`config.mk`:
```
export PLATFORM = sky130hd
export DESIGN_NAME = dff_rr_arbiter_flat
export DESIGN_NICKNAME = d
export VERILOG_FILES = /design/src/rtl/ffl_pkg.sv /design/src/rtl/dff_rr_arbiter_if.sv /design/src/rtl/dff_reg_en.sv /design/src/rtl/dff_rr_arbiter.sv /design/src/flat_wrapper.sv
export SDC_FILE = /design/constraint.sdc
export NUM_CORES = 1
export LEC_CHECK = 0
export CAP_MARGIN = 20
export CORE_ASPECT_RATIO = 0.8
export CORE_MARGIN = 2
export CORE_UTILIZATION = 30
export DETAILED_ROUTE_END_ITERATION = 6
export GPL_TIMING_DRIVEN = 1
export PLACE_DENSITY = 0.58
export SLEW_MARGIN = 10
export SYNTH_ARGS = -nofsm -noshare
export SYNTH_HDL_FRONTEND = slang
export SYNTH_SLANG_ARGS = --single-unit
```
`constraint.sdc`:
```
create_clock -name clk -period 4.5 [get_ports clk]
set_clock_uncertainty 0.05 [all_clocks]
set_input_delay 0.9 -clock clk [delete_from_list [all_inputs] [get_ports clk]]
set_output_delay 0.9 -clock clk [all_outputs]
set_load 0.02 [all_outputs]
```
`src/rtl/ffl_pkg.sv`:
```
// Shared types and helpers for the flip-flop/latch library: FSM encoding and
// the round-robin winner search used by the shared-register arbiter.
package ffl_pkg;

    localparam int MAX_REQ   = 32;
    localparam int MAX_IDX_W = 5;

    typedef logic [0:0] state_t;

    localparam state_t ST_IDLE  = 1'b0;
    localparam state_t ST_GRANT = 1'b1;

    typedef struct packed {
        logic                 found;
        logic [MAX_IDX_W-1:0] idx;
    } pick_t;

    // Scan n requesters starting just after 'last', wrapping, skipping masked bits.
    function automatic pick_t rr_pick(input logic [MAX_REQ-1:0] req,
                                      input int unsigned        last,
                                      input logic [MAX_REQ-1:0] mask,
                                      input int unsigned        n);
        pick_t       r;
        int unsigned idx;
        r = '0;
        for (int unsigned i = 1; i <= MAX_REQ; i++) begin
            if (i <= n && !r.found) begin
                idx = last + i;
                if (idx >= n) idx = idx - n;
                if (req[idx[MAX_IDX_W-1:0]] && !mask[idx[MAX_IDX_W-1:0]]) begin
                    r.found = 1'b1;
                    r.idx   = idx[MAX_IDX_W-1:0];
                end
            end
        end
        return r;
    endfunction

endpackage

```
`src/rtl/dff_rr_arbiter_if.sv`:
```
// Requester-side bus of the shared-register arbiter: requests and data in,
// grant, register contents and status out.
interface dff_rr_arbiter_if #(
    parameter int N_REQ = 4,
    parameter int WIDTH = 8
);
    localparam int IDX_W = $clog2(N_REQ);

    logic [N_REQ-1:0]       req;
    logic [N_REQ*WIDTH-1:0] data_in;
    logic [N_REQ-1:0]       gnt;
    logic [WIDTH-1:0]       q;
    logic                   q_valid;
    logic [IDX_W-1:0]       q_src;
    logic                   busy;

    modport master (
        output req, data_in,
        input  gnt, q, q_valid, q_src, busy
    );

    modport slave (
        input  req, data_in,
        output gnt, q, q_valid, q_src, busy
    );

endinterface

```
`src/rtl/dff_reg_en.sv`:
```
// WIDTH-bit D register with synchronous active-high reset and load enable.
module dff_reg_en #(
    parameter int WIDTH = 8
) (
    input  logic             clk,
    input  logic             rst,
    input  logic             en,
    input  logic [WIDTH-1:0] d,
    output logic [WIDTH-1:0] q
);

    always_ff @(posedge clk) begin
        if (rst)
            q <= '0;
        else if (en)
            q <= d;
    end

endmodule

```
`src/rtl/dff_rr_arbiter.sv`:
```
// Round-robin arbiter sharing one D register between N_REQ requesters; one
// grant per cycle, the granted word is loaded at the edge closing the grant.
module dff_rr_arbiter
    import ffl_pkg::*;
#(
    parameter int N_REQ = 4,
    parameter int WIDTH = 8,
    parameter int IDX_W = $clog2(N_REQ)
) (
    input  logic            clk,
    input  logic            rst,
    dff_rr_arbiter_if.slave bus
);

    state_t             state;
    logic [IDX_W-1:0]   sel;
    logic [IDX_W-1:0]   last;
    logic [IDX_W-1:0]   q_src_r;
    logic [N_REQ-1:0]   gnt_r;
    logic               q_valid_r;
    logic [MAX_REQ-1:0] mask;
    logic [IDX_W-1:0]   base;
    pick_t              pick;
    logic [IDX_W-1:0]   next_sel;
    logic [WIDTH-1:0]   sel_data;
    logic               load;

    // In GRANT the pointer is about to become sel, so the scan starts there
    // and the current holder is excluded for this one edge only.
    always_comb begin
        mask = '0;
        base = last;
        if (state == ST_GRANT) begin
            mask[sel] = 1'b1;
            base      = sel;
        end
        pick     = rr_pick(MAX_REQ'(bus.req), 32'(base), mask, N_REQ);
        next_sel = IDX_W'(pick.idx);
    end

    assign load     = (state == ST_GRANT);
    assign sel_data = bus.data_in[sel*WIDTH +: WIDTH];

    always_ff @(posedge clk) begin
        if (rst) begin
            state     <= ST_IDLE;
            sel       <= '0;
            last      <= IDX_W'(N_REQ - 1);
            gnt_r     <= '0;
            q_valid_r <= 1'b0;
            q_src_r   <= '0;
        end else begin
            q_valid_r <= 1'b0;
            if (state == ST_GRANT) begin
                q_src_r   <= sel;
                q_valid_r <= 1'b1;
                last      <= sel;
            end
            if (pick.found) begin
                state <= ST_GRANT;
                sel   <= next_sel;
                gnt_r <= N_REQ'(1) << next_sel;
            end else begin
                state <= ST_IDLE;
                gnt_r <= '0;
            end
        end
    end

    dff_reg_en #(.WIDTH(WIDTH)) u_q_reg (
        .clk (clk),
        .rst (rst),
        .en  (load),
        .d   (sel_data),
        .q   (bus.q)
    );

    assign bus.gnt     = gnt_r;
    assign bus.q_valid = q_valid_r;
    assign bus.q_src   = q_src_r;
    assign bus.busy    = (state == ST_GRANT);

endmodule

```
`src/flat_wrapper.sv`:
```
// flat-port wrapper written by rule: the top's interface ports become plain ports
module dff_rr_arbiter_flat import ffl_pkg::*;
#(
    parameter int N_REQ = 4,
    parameter int WIDTH = 8,
    parameter int IDX_W = $clog2(N_REQ)
)
  (clk, rst, bus_req, bus_data_in, bus_gnt, bus_q, bus_q_valid, bus_q_src, bus_busy);
  dff_rr_arbiter_if #(.N_REQ(N_REQ), .WIDTH(WIDTH)) bus_i ();
  input  logic clk;
  input  logic rst;
  input wire logic [$bits(bus_i.req)-1:0] bus_req;
  input wire logic [$bits(bus_i.data_in)-1:0] bus_data_in;
  output wire logic [$bits(bus_i.gnt)-1:0] bus_gnt;
  output wire logic [$bits(bus_i.q)-1:0] bus_q;
  output wire logic [$bits(bus_i.q_valid)-1:0] bus_q_valid;
  output wire logic [$bits(bus_i.q_src)-1:0] bus_q_src;
  output wire logic [$bits(bus_i.busy)-1:0] bus_busy;
  assign bus_i.req = bus_req;
  assign bus_i.data_in = bus_data_in;
  assign bus_gnt = bus_i.gnt;
  assign bus_q = bus_i.q;
  assign bus_q_valid = bus_i.q_valid;
  assign bus_q_src = bus_i.q_src;
  assign bus_busy = bus_i.busy;
  dff_rr_arbiter #(.N_REQ(N_REQ), .WIDTH(WIDTH), .IDX_W(IDX_W)) u_core (.clk(clk), .rst(rst), .bus(bus_i));
endmodule
```
# [Yosys cells after proc, flatten, opt, wreduce, memory -nomap -nowiden]
# Index checks and enable logic that the tools add are counted.
[classes] magnitude_cmp=10 n_shift=2 n_reduce_logical=10 n_addsub=8 bitwise=1 mux=36
[op_table] operator=">= comparator 32 x 3 -> 1 bit, second input constant" n=4
[op_table] operator="2-to-1 mux 6 bit" n=7
[op_table] operator="binary-select mux 1 bit (select 5 bit)" n=8
[op_table] operator="2-to-1 mux 5 bit" n=7
[op_table] operator="indexed part select 32 x 6 -> 8 bit" n=1
[op_table] operator="less-than comparator 5 x 6 -> 1 bit, second input constant" n=4
[op_table] operator="subtractor 5 x 3 -> 5 bit, second input constant" n=3
[op_table] operator="2-to-1 mux 1 bit" n=11
[op_table] operator="adder 2 x 2 -> 3 bit, second input constant" n=2
[op_table] operator="less-than comparator 2 x 6 -> 1 bit, second input constant" n=1
[op_table] operator="logical AND 1 bit" n=5
[op_table] operator="adder 2 x 3 -> 4 bit, second input constant" n=1
[op_table] operator="logical NOT 1 bit" n=4
[op_table] operator="2-to-1 mux 4 bit" n=1
[op_table] operator="<< shifter 1 x 2 -> 4 bit, first input constant" n=1
[op_table] operator="subtractor 3 x 3 -> 4 bit, second input constant" n=1
[op_table] operator="adder 2 x 1 -> 3 bit, second input constant" n=1
[op_table] operator="demux 1 bit (select 2 bit)" n=1
[op_table] operator=">= comparator 2 x 1 -> 1 bit, second input constant" n=1
[op_table] operator="2-to-1 mux 2 bit" n=1
[op_table] operator="OR reduction 2 bit" n=1
[op_table] operator="inverter 1 bit" n=1
[totals] register_bits=20 elab_cells=74 out_inout_bits=16 in_bits=38

# [Depth between registers and ports, before layout]
# Gate-level depths: netlist of the first run.
[depth] depth_word=33 depth_mapped=10 depth_no_buf=9

# [Hierarchy]
# From an unflattened synthesis of the first run, not the netlist that was laid out.
[hier_totals] cells_unflattened=120 area_unflattened_um2=1231.2
[modules_own_cells] mod="dff_rr_arbiter" area_each_um2=945.9 seq_area_each_um2=240.2 instances=1 cells_each=94
[modules_own_cells] mod="dff_reg_en" area_each_um2=285.3 seq_area_each_um2=160.2 instances=1 cells_each=26

# [Least setup slack after synthesis of the first run]
# OpenSTA, ideal clock, no wires.
[synth_timing] path_type="reg2reg" startpoint="reg u_core.state (netlist: u_core.bus.busy)" endpoint="reg u_core.sel[0]" t_required_ns=4.335 setup_slack_ns=2.059 period_less_slack_ns=2.441 arrival_ns=2.276 n_path_buf=1 path_stages_with_launch=9 setup_ns=0.115 path_cell_list="dfxtp_1 buf_6 mux2i_4 ha_1 and2_1 a2bb2oi_1 a21boi_0 o2111ai_1 and3_1"
[synth_via] elab_chain_cells=15 elab_cells_between_ends=52 classes_between="add/sub (8); order compare (4); mux (32); reduce/logical (8)"
[synth_rtl] item="start, declared" line_no="dff_rr_arbiter.sv:15" text="state_t state;"
[synth_rtl] item="start signal, assigned" line_no="dff_rr_arbiter.sv:46" text="state <= ST_IDLE;"
[synth_rtl] item="start signal, assigned" line_no="dff_rr_arbiter.sv:60" text="state <= ST_GRANT;"
[synth_rtl] item="start signal, assigned" line_no="dff_rr_arbiter.sv:64" text="state <= ST_IDLE;"
[synth_rtl] item="2-to-1 mux 2 bit" line_no="dff_rr_arbiter.sv:33" text="if (state == ST_GRANT) begin"
[synth_rtl] item="adder 2 x 1 -> 3 bit or adder 2 x 2 -> 3 bit (tied branches)" line_no="ffl_pkg.sv:28" text="idx = last + i;"
[synth_rtl] item=">= comparator 32 x 3 -> 1 bit, or another cell as far along" line_no="ffl_pkg.sv:29" text="if (idx >= n) idx = idx - n;"
[synth_rtl] item="2-to-1 mux 5 bit" line_no="ffl_pkg.sv:29"
[synth_rtl] item="binary-select mux 1 bit (select 5 bit) or 2-to-1 mux 5 bit (tied branches)" line_no="ffl_pkg.sv:30, ffl_pkg.sv:27"
[synth_rtl] item="2-to-1 mux 1 bit (not written as such) or binary-select mux 1 bit (select 5 bit) (tied branches)" line_no="ffl_pkg.sv:30" text="if (req[idx[MAX_IDX_W-1:0]] && !mask[idx[MAX_IDX_W-1:0]]) begin"
[synth_rtl] item="logical NOT 1 bit or 2-to-1 mux 1 bit (tied branches)" line_no="ffl_pkg.sv:30"
[synth_rtl] item="logical AND 1 bit or logical NOT 1 bit (tied branches)" line_no="ffl_pkg.sv:30"
[synth_rtl] item="2-to-1 mux 6 bit or logical AND 1 bit (tied branches)" line_no="ffl_pkg.sv:30"
[synth_rtl] item="2-to-1 mux 6 bit" line_no="ffl_pkg.sv:30"
[synth_rtl] item="2-to-1 mux 6 bit" line_no="ffl_pkg.sv:27" text="if (i <= n && !r.found) begin"
[synth_rtl] item="2-to-1 mux 6 bit" line_no="ffl_pkg.sv:30"
[synth_rtl] item="2-to-1 mux 6 bit" line_no="ffl_pkg.sv:27"
[synth_rtl] item="2-to-1 mux 6 bit" line_no="ffl_pkg.sv:30"
[synth_rtl] item="2-to-1 mux 6 bit (*)" line_no="ffl_pkg.sv:27"
[synth_rtl] item="end signal, assigned" line_no="dff_rr_arbiter.sv:61" text="sel <= next_sel;"
[synth_rtl] item="end, declared" line_no="dff_rr_arbiter.sv:16" text="logic [IDX_W-1:0] sel;"
# Mark *: on every way between the ends. The rest lies on a longest branch, timed or not. The select of a mux whose other input is x is not followed.
# A chain may end at the register's enable or synchronous reset.

# [Worst setup path after layout of the first run]
[layout_timing] startpoint="reg u_core.sel[0]" endpoint="reg u_core.gnt_r[3] (netlist: u_core.bus.gnt[3])"
[layout_via] elab_chain_cells=17 elab_cells_between_ends=60 classes_between="add/sub (8); order compare (6); shift (1); mux (34); bitwise (1); reduce/logical (10)"
[layout_rtl] item="parallel branches: the longest is 15 deep, another holds >= comparator 32 x 3 -> 1 bit"
[layout_rtl] item="2-to-1 mux 6 bit (*)" line_no="ffl_pkg.sv:27"
[layout_rtl] item="<< shifter 1 x 2 -> 4 bit" line_no="dff_rr_arbiter.sv:62" text="gnt_r <= N_REQ'(1) << next_sel;"
[layout_rtl] item="end signal, assigned" line_no="dff_rr_arbiter.sv:62"
[layout_rtl] item="end, declared" line_no="dff_rr_arbiter.sv:19" text="logic [N_REQ-1:0] gnt_r;"
# Mark *: on every way between the ends. The select of a mux whose other input is x is not followed.

==> reports/qor.yml, run 1 <==
status: "finished clean"
synth_nets: 158
path_max_fanout: 12
drv_slew: 0
place_inst: 221
cts_root_buf: "clkbuf_8"
die_w_microns: 75.4
hold_violations: 0
post-route-period-util_pct: 63.4
synth-edff-count: 0
grt-ovfl-total: 0
design.core.area_sq_um: 3850
synth.area.top_cells: "dfxtp_1 (33%), mux4_2 (17%), mux2i_1 (11%), nor2_1 (4.0%), nand2b_1 (3.6%)"
avgViaCountPerCell: 4.90
synth.distinct_cells: 39
whs_ps: 445
critPathKind: "flop to flop"
cts.clk_slew.worst_paths_ps: 70
worst_slack_ps: 1650
area_growth_pct: 52.0
post_cts_buffers: 0
yosys_warnings: 0
hold_path.class: "flop to flop"
fillers: 363
place_ws_ps: 1470
syn_area_per_cell_sq_um: 10.4
fmax_ghz: 0.350
cts_resized: 0
dp_hpwl_mm: 2.52
final_cells: 225
seq_area_sq_um: 400
place_congestion: 0.859
powerDensity_nw_per_um2: 666
finalInstanceArea_sq_um: 1860
yosysTopAreaCellShare_pct: 32.8
ys_seq_area_share_pct: 32.8
drive_gt1_share_pct: 14.1
total_power_mw: 1.24
ir_drop_uv: 308
grt_max_degree: 18
postCtsHoldBufs: 0
synthFlopType: "dfxtp_1"
wirelength_mm: 3.17
cts.sinks: 20
grt_pass1_wl_mm: 5.15
antenna_found_initial: 0
clk_latency_ps: 250
ant_nets: 0
utilization_pct: 48.2
cts_made_buffers: 3
synth_top_area_cell: "dfxtp_1"
drtIter0Drc: 53
timing.slew.headroom_pct: 53.7
clockBufferDepth: 2
finalSetupTns_ps: 0
grt_pass1_vias: 1083
cp.arrival_ps: 3000
setup_viol: 0
cts_tree: "built"
boundaryPins: 54
synth_cells: 117
startpoint_type: "flop"
grt_usage_pct: 14.6
post_drt_wl_per_cell_microns: 14.1
worst_slew_pin_slew_ps: 693
rsz0062_at_grt: "false"
design.die.area_sq_um: 4600
die_y_microns: 61.1
first_pass_iters: 4
post_dp_cell_area_sq_um: 1800
multi_input_area_sq_um: 778
initial_utilization_pct: 31.7
io_buffers: 53
cp.required_ps: 4650
crit_path_end_kind: "flop"
final_nets: 212
synth-seq-cells: 20
rows: 20
antennaDiodeCount: 0
period_needed_ps: 2850
dr_total_vias: 1102
synth_area_sq_um: 1220
route.detailed.drc: 0
ys_async_sr_fraction_pct: 0
htree_num_levels: 1
drv_cap: 0
p_leak_nw: 0.721
layout by cell type, fill, tap and decap left out, drive strengths merged, types with 2 or more instances in the layout:
| cell type | n |
|---|---|
| a21oi | 3 |
| and2 | 2 |
| clkbuf | 4 |
| clkdlybuf4s50 | 53 |
| dfxtp | 20 |
| ha | 3 |
| inv | 4 |
| mux2 | 3 |
| mux2i | 14 |
| mux4 | 9 |
| nand2 | 7 |
| nand2b | 7 |
| nand3 | 4 |
| nor2 | 13 |
| nor2b | 3 |
final cells by class:
class | instances | share of cell area, %
Timing Repair Buffer | 54 | 29.0
Sequential cell | 20 | 21.5
Multi-Input combinational cell | 88 | 41.9
Tap cell | 55 | 3.70
Inverter | 4 | 0.943
Clock buffer | 4 | 2.96
synthesized netlist by cell type, types with 2 or more instances:
master    instances
ha_1              3
mux2_2            3
nand2_1           7
mux4_2            9
clkbuf_1          3
and2_1            2
nand2b_1          7
nor2b_1           2
mux2i_1          13
dfxtp_1          20
nor2_1           13
inv_1             3
nand3_1           4
a21oi_1           3
where the power goes:
part	switching (mW)	internal, mW	leakage, nW
sequential	0.0573	0.234	0.165
clock	0.0564	0.0778	0.0288
combinational	0.405	0.406	0.528
total	0.519	0.718	0.721
critical path: stages, from the launching register on:
cell	delay, ps
dfxtp_1	770
mux2i_4	290
ha_1	480
mux4_2	380
a221oi_2	290
a32oi_1	210
nand2b_1	220
nor2b_2	110
state kept, by name (all words and copies together) (netlist names):
signal              count
u_core.sel              2
u_core.bus.gnt          4
u_core.u_q_reg.q        8
u_core.last             2
u_core.bus.q_valid      1
u_core.bus.q_src        2
u_core.bus.busy         1
worst paths after layout:
path | start | to | slack, ps | cells after the start
hold reg to reg | u_core.u_q_reg.q[4]$_SDFFE_PP0P_ | u_core.u_q_reg.q[4]$_SDFFE_PP0P_ | 450 | 2
setup reg to reg | u_core.sel[0]$_SDFFE_PP0N_ | u_core.bus.gnt[3]$_SDFF_PP0_ | 1650 | 7
hold / removal | u_core.u_q_reg.q[4]$_SDFFE_PP0P_ | u_core.u_q_reg.q[4]$_SDFFE_PP0P_ | 450 | 2
setup / recovery | u_core.sel[0]$_SDFFE_PP0N_ | u_core.bus.gnt[3]$_SDFF_PP0_ | 1650 | 7
layer usage:
layer,track usage (%),routed length [microns],up-vias
met5,0,0,-
met4,2.26,25,0
met3,2.78,138,2
met2,24.1,1510,28
met1,20.4,1500,531
li1,-,-,541
logic make-up (layout without fill, tap and decap cells):
| kind of cell | count (synthesis) | in the layout | share of synthesized area [%] |
|---|---|---|---|
| AND/OR/NAND/NOR | 40 | 40 | 16.7 |
| flip-flops | 20 | 20 | 32.8 |
| buffers and inverters | 9 | 62 | 3.58 |
| AO/OA/AOI/OAI | 19 | 19 | 12.1 |
| adder cells (fa/ha/maj) | 3 | 3 | 3.07 |
| multiplexers | 26 | 26 | 31.8 |
(Power assumes the default switching activity.)
==> run 2, diff against run 1 <==
==> constraint.sdc (replaced) <==
create_clock -name clk -period 2.8 [get_ports clk]
set_clock_uncertainty 0.05 [all_clocks]
set_input_delay 0.56 -clock clk [delete_from_list [all_inputs] [get_ports clk]]
set_output_delay 0.56 -clock clk [all_outputs]
set_load 0.02 [all_outputs]
==> run 2 against run 1 <==
  * Register-to-register slack worse by 1200 ps
  * Combinational power is 73% higher
  * Hold slack worse by 2.4 ps
  * Final cell count is 1.3% higher
  * Core utilization is 0.42 points higher
  * Critical endpoint unchanged
  * Largest power group unchanged
  * Via count is 1.6% higher
  * Critical path type is now primary input to flop
==> reports/qor.yml, run 2 (synthesis results as in run 1) <==
initial_utilization_pct: 31.7  # unchanged
switching_share_pct: 42.2  # +0.25 points
post_cts_buffers: 0  # unchanged
drv_cap: 0  # unchanged
io_buffers: 53  # unchanged
place_congestion: 0.825  # -3.9%
finalSetupTns_ps: 0  # unchanged
route.detailed.drc: 0  # unchanged
powerDensity_nw_per_um2: 1070  # +61%
boundaryPins: 54  # unchanged
cp.required_ps: 2940  # -1710 ps
design.core.area_sq_um: 3850  # unchanged
startpoint_type: "primary input"
final_common_cell: "clkdlybuf4s50_1"
top_register: "u_core.u_q_reg.q"
avgViaCountPerCell: 4.91  # +0.30%
grt_max_degree: 16  # -2
wirelength_mm: 3.26  # +2.8%
rows: 20  # unchanged
die_w_microns: 75.4  # unchanged
postCtsHoldBufs: 0  # unchanged
design.die.area_sq_um: 4600  # unchanged
post_drt_wl_per_cell_microns: 14.3  # +1.5%
area_growth_pct: 53.3
worst_slew_pin_slew_ps: 517  # -176 ps
ir_drop_uv: 508  # +65%
clk_latency_ps: 250  # about the same
dp_hpwl_mm: 2.62  # +3.7%
htree_num_levels: 1  # unchanged
setup_viol: 0  # unchanged
cts_resized: 0  # unchanged
rsz0062_at_grt: "false"
antenna_found_initial: 0  # unchanged
critPathKind: "primary input to flop"
timing.slew.headroom_pct: 65.4  # +12 points
fillers: 396  # +9.1%
combPwrFrac_pct: 69.4  # +3.8 points
p_switching_uw: 849  # +64%
cts_made_buffers: 3  # unchanged
whs_ps: 443  # -2.39 ps
period_needed_ps: 2440
cp.arrival_ps: 2590  # -410 ps
dr_total_vias: 1120  # +1.6%
ant_nets: 0  # unchanged
path_max_fanout: 6  # -6
power_frac_seq_pct: 21.6  # -2.0 points
internal_power_mw: 1.16  # +62%
status: "finished clean"
clockBufferDepth: 2  # unchanged
p_leak_nw: 0.734  # +1.8%
fmax_ghz: 0.409
cts_root_buf: "clkbuf_8"
hold_path.class: "flop to flop"
place_ws_ps: 96.1  # -1370 ps
layout_common_cells: "clkdlybuf4s50_1 (53), dfxtp_1 (20), mux2i_1 (13), nor2_1 (13), mux4_2 (9)"
cts.clk_slew.worst_paths_ps: 70  # about the same
grt_pass1_vias: 1051  # -3.0%
die_y_microns: 61.1  # unchanged
first_pass_iters: 4  # unchanged
worst_slack_ps: 355  # -1290 ps
drv_slew: 0  # unchanged
hold_violations: 0  # unchanged
clkPwrFrac_pct: 9.0  # -1.8 points
final_nets: 216  # +1.9%
grt_pass1_wl_mm: 5.03  # -2.4%
grt-ovfl-total: 0  # unchanged
grt_usage_pct: 14.3  # -0.31 points
cts_tree: "built"
post-route-period-util_pct: 87.3
drive_gt1_share_pct: 15.6  # +1.5 points
antennaDiodeCount: 0  # unchanged
drtIter0Drc: 29  # -45%
cts.sinks: 20  # unchanged
largest_reg_flops: 8  # unchanged
crit_path_end_kind: "flop"
## run 2: changes by cell type in the layout (fill, tap and decap cells not counted)
cell,before,now
clkbuf_8,4,3
buf_4,1,5
## run 2: metrics by stage
| stage | power [mW] | cells | area (sq um) | util, % |
|---|---|---|---|---|
| after floorplan | 1.42 | 117 | 1220 | - |
| after global placement | 1.82 | 225 | 1830 | 47.6 |
| after detailed placement | 1.83 | 225 | 1830 | 47.6 |
| after CTS | 2.02 | 228 | 1870 | 48.6 |
| after global routing | 2.17 | 228 | 1870 | 48.6 |
| final | 2.01 | 228 | 1870 | 48.6 |
## run 2: critical path, stage by stage
cell             delay (ps)
clkdlybuf4s50_1         550
or3b_2                  450
o221ai_1                270
inv_1                   120
a31oi_1                 370
nand2b_1                150
nor2b_2                 110
## run 2: worst paths after layout
kind                                                  startpoint                          endpoint  slack (ps)  cells past startpoint
worst max-delay path                                  bus_req[1]      u_core.bus.gnt[3]$_SDFF_PP0_         360                      7
worst min-delay path            u_core.bus.q_src[1]$_SDFFE_PP0P_  u_core.bus.q_src[1]$_SDFFE_PP0P_         440                      2
worst max register to register        u_core.bus.busy$_SDFF_PP0_        u_core.sel[0]$_SDFFE_PP0N_         400                     10
worst min register to register  u_core.bus.q_src[1]$_SDFFE_PP0P_  u_core.bus.q_src[1]$_SDFFE_PP0P_         440                      2
## run 2: power groups by stage
stage	Combinational [mW]	Sequential, mW	Clock (mW)
finish	1.40	0.434	0.181
floorplan	0.914	0.510	0
global placement	1.38	0.438	0
CTS	1.40	0.435	0.187
detailed placement	1.39	0.440	0
global route	1.53	0.445	0.202
## run 2: area by class of cell
cell class | count | area [sq um] | area share [%]
Clock buffer | 3 | 41.3 | 2.20
Inverter | 4 | 17.5 | 0.935
Multi-Input combinational cell | 88 | 778 | 41.5
Sequential cell | 20 | 400 | 21.4
Tap cell | 55 | 68.8 | 3.67
Timing Repair Buffer | 58 | 568 | 30.3
## run 2: layer usage
layer	routed length (microns)	track usage, %	vias to the layer above
li1	-	-	553
met1	1540	20.2	539
met2	1570	22.9	26
met3	119	2.62	2
met4	25	3.26	0
met5	0	0	-
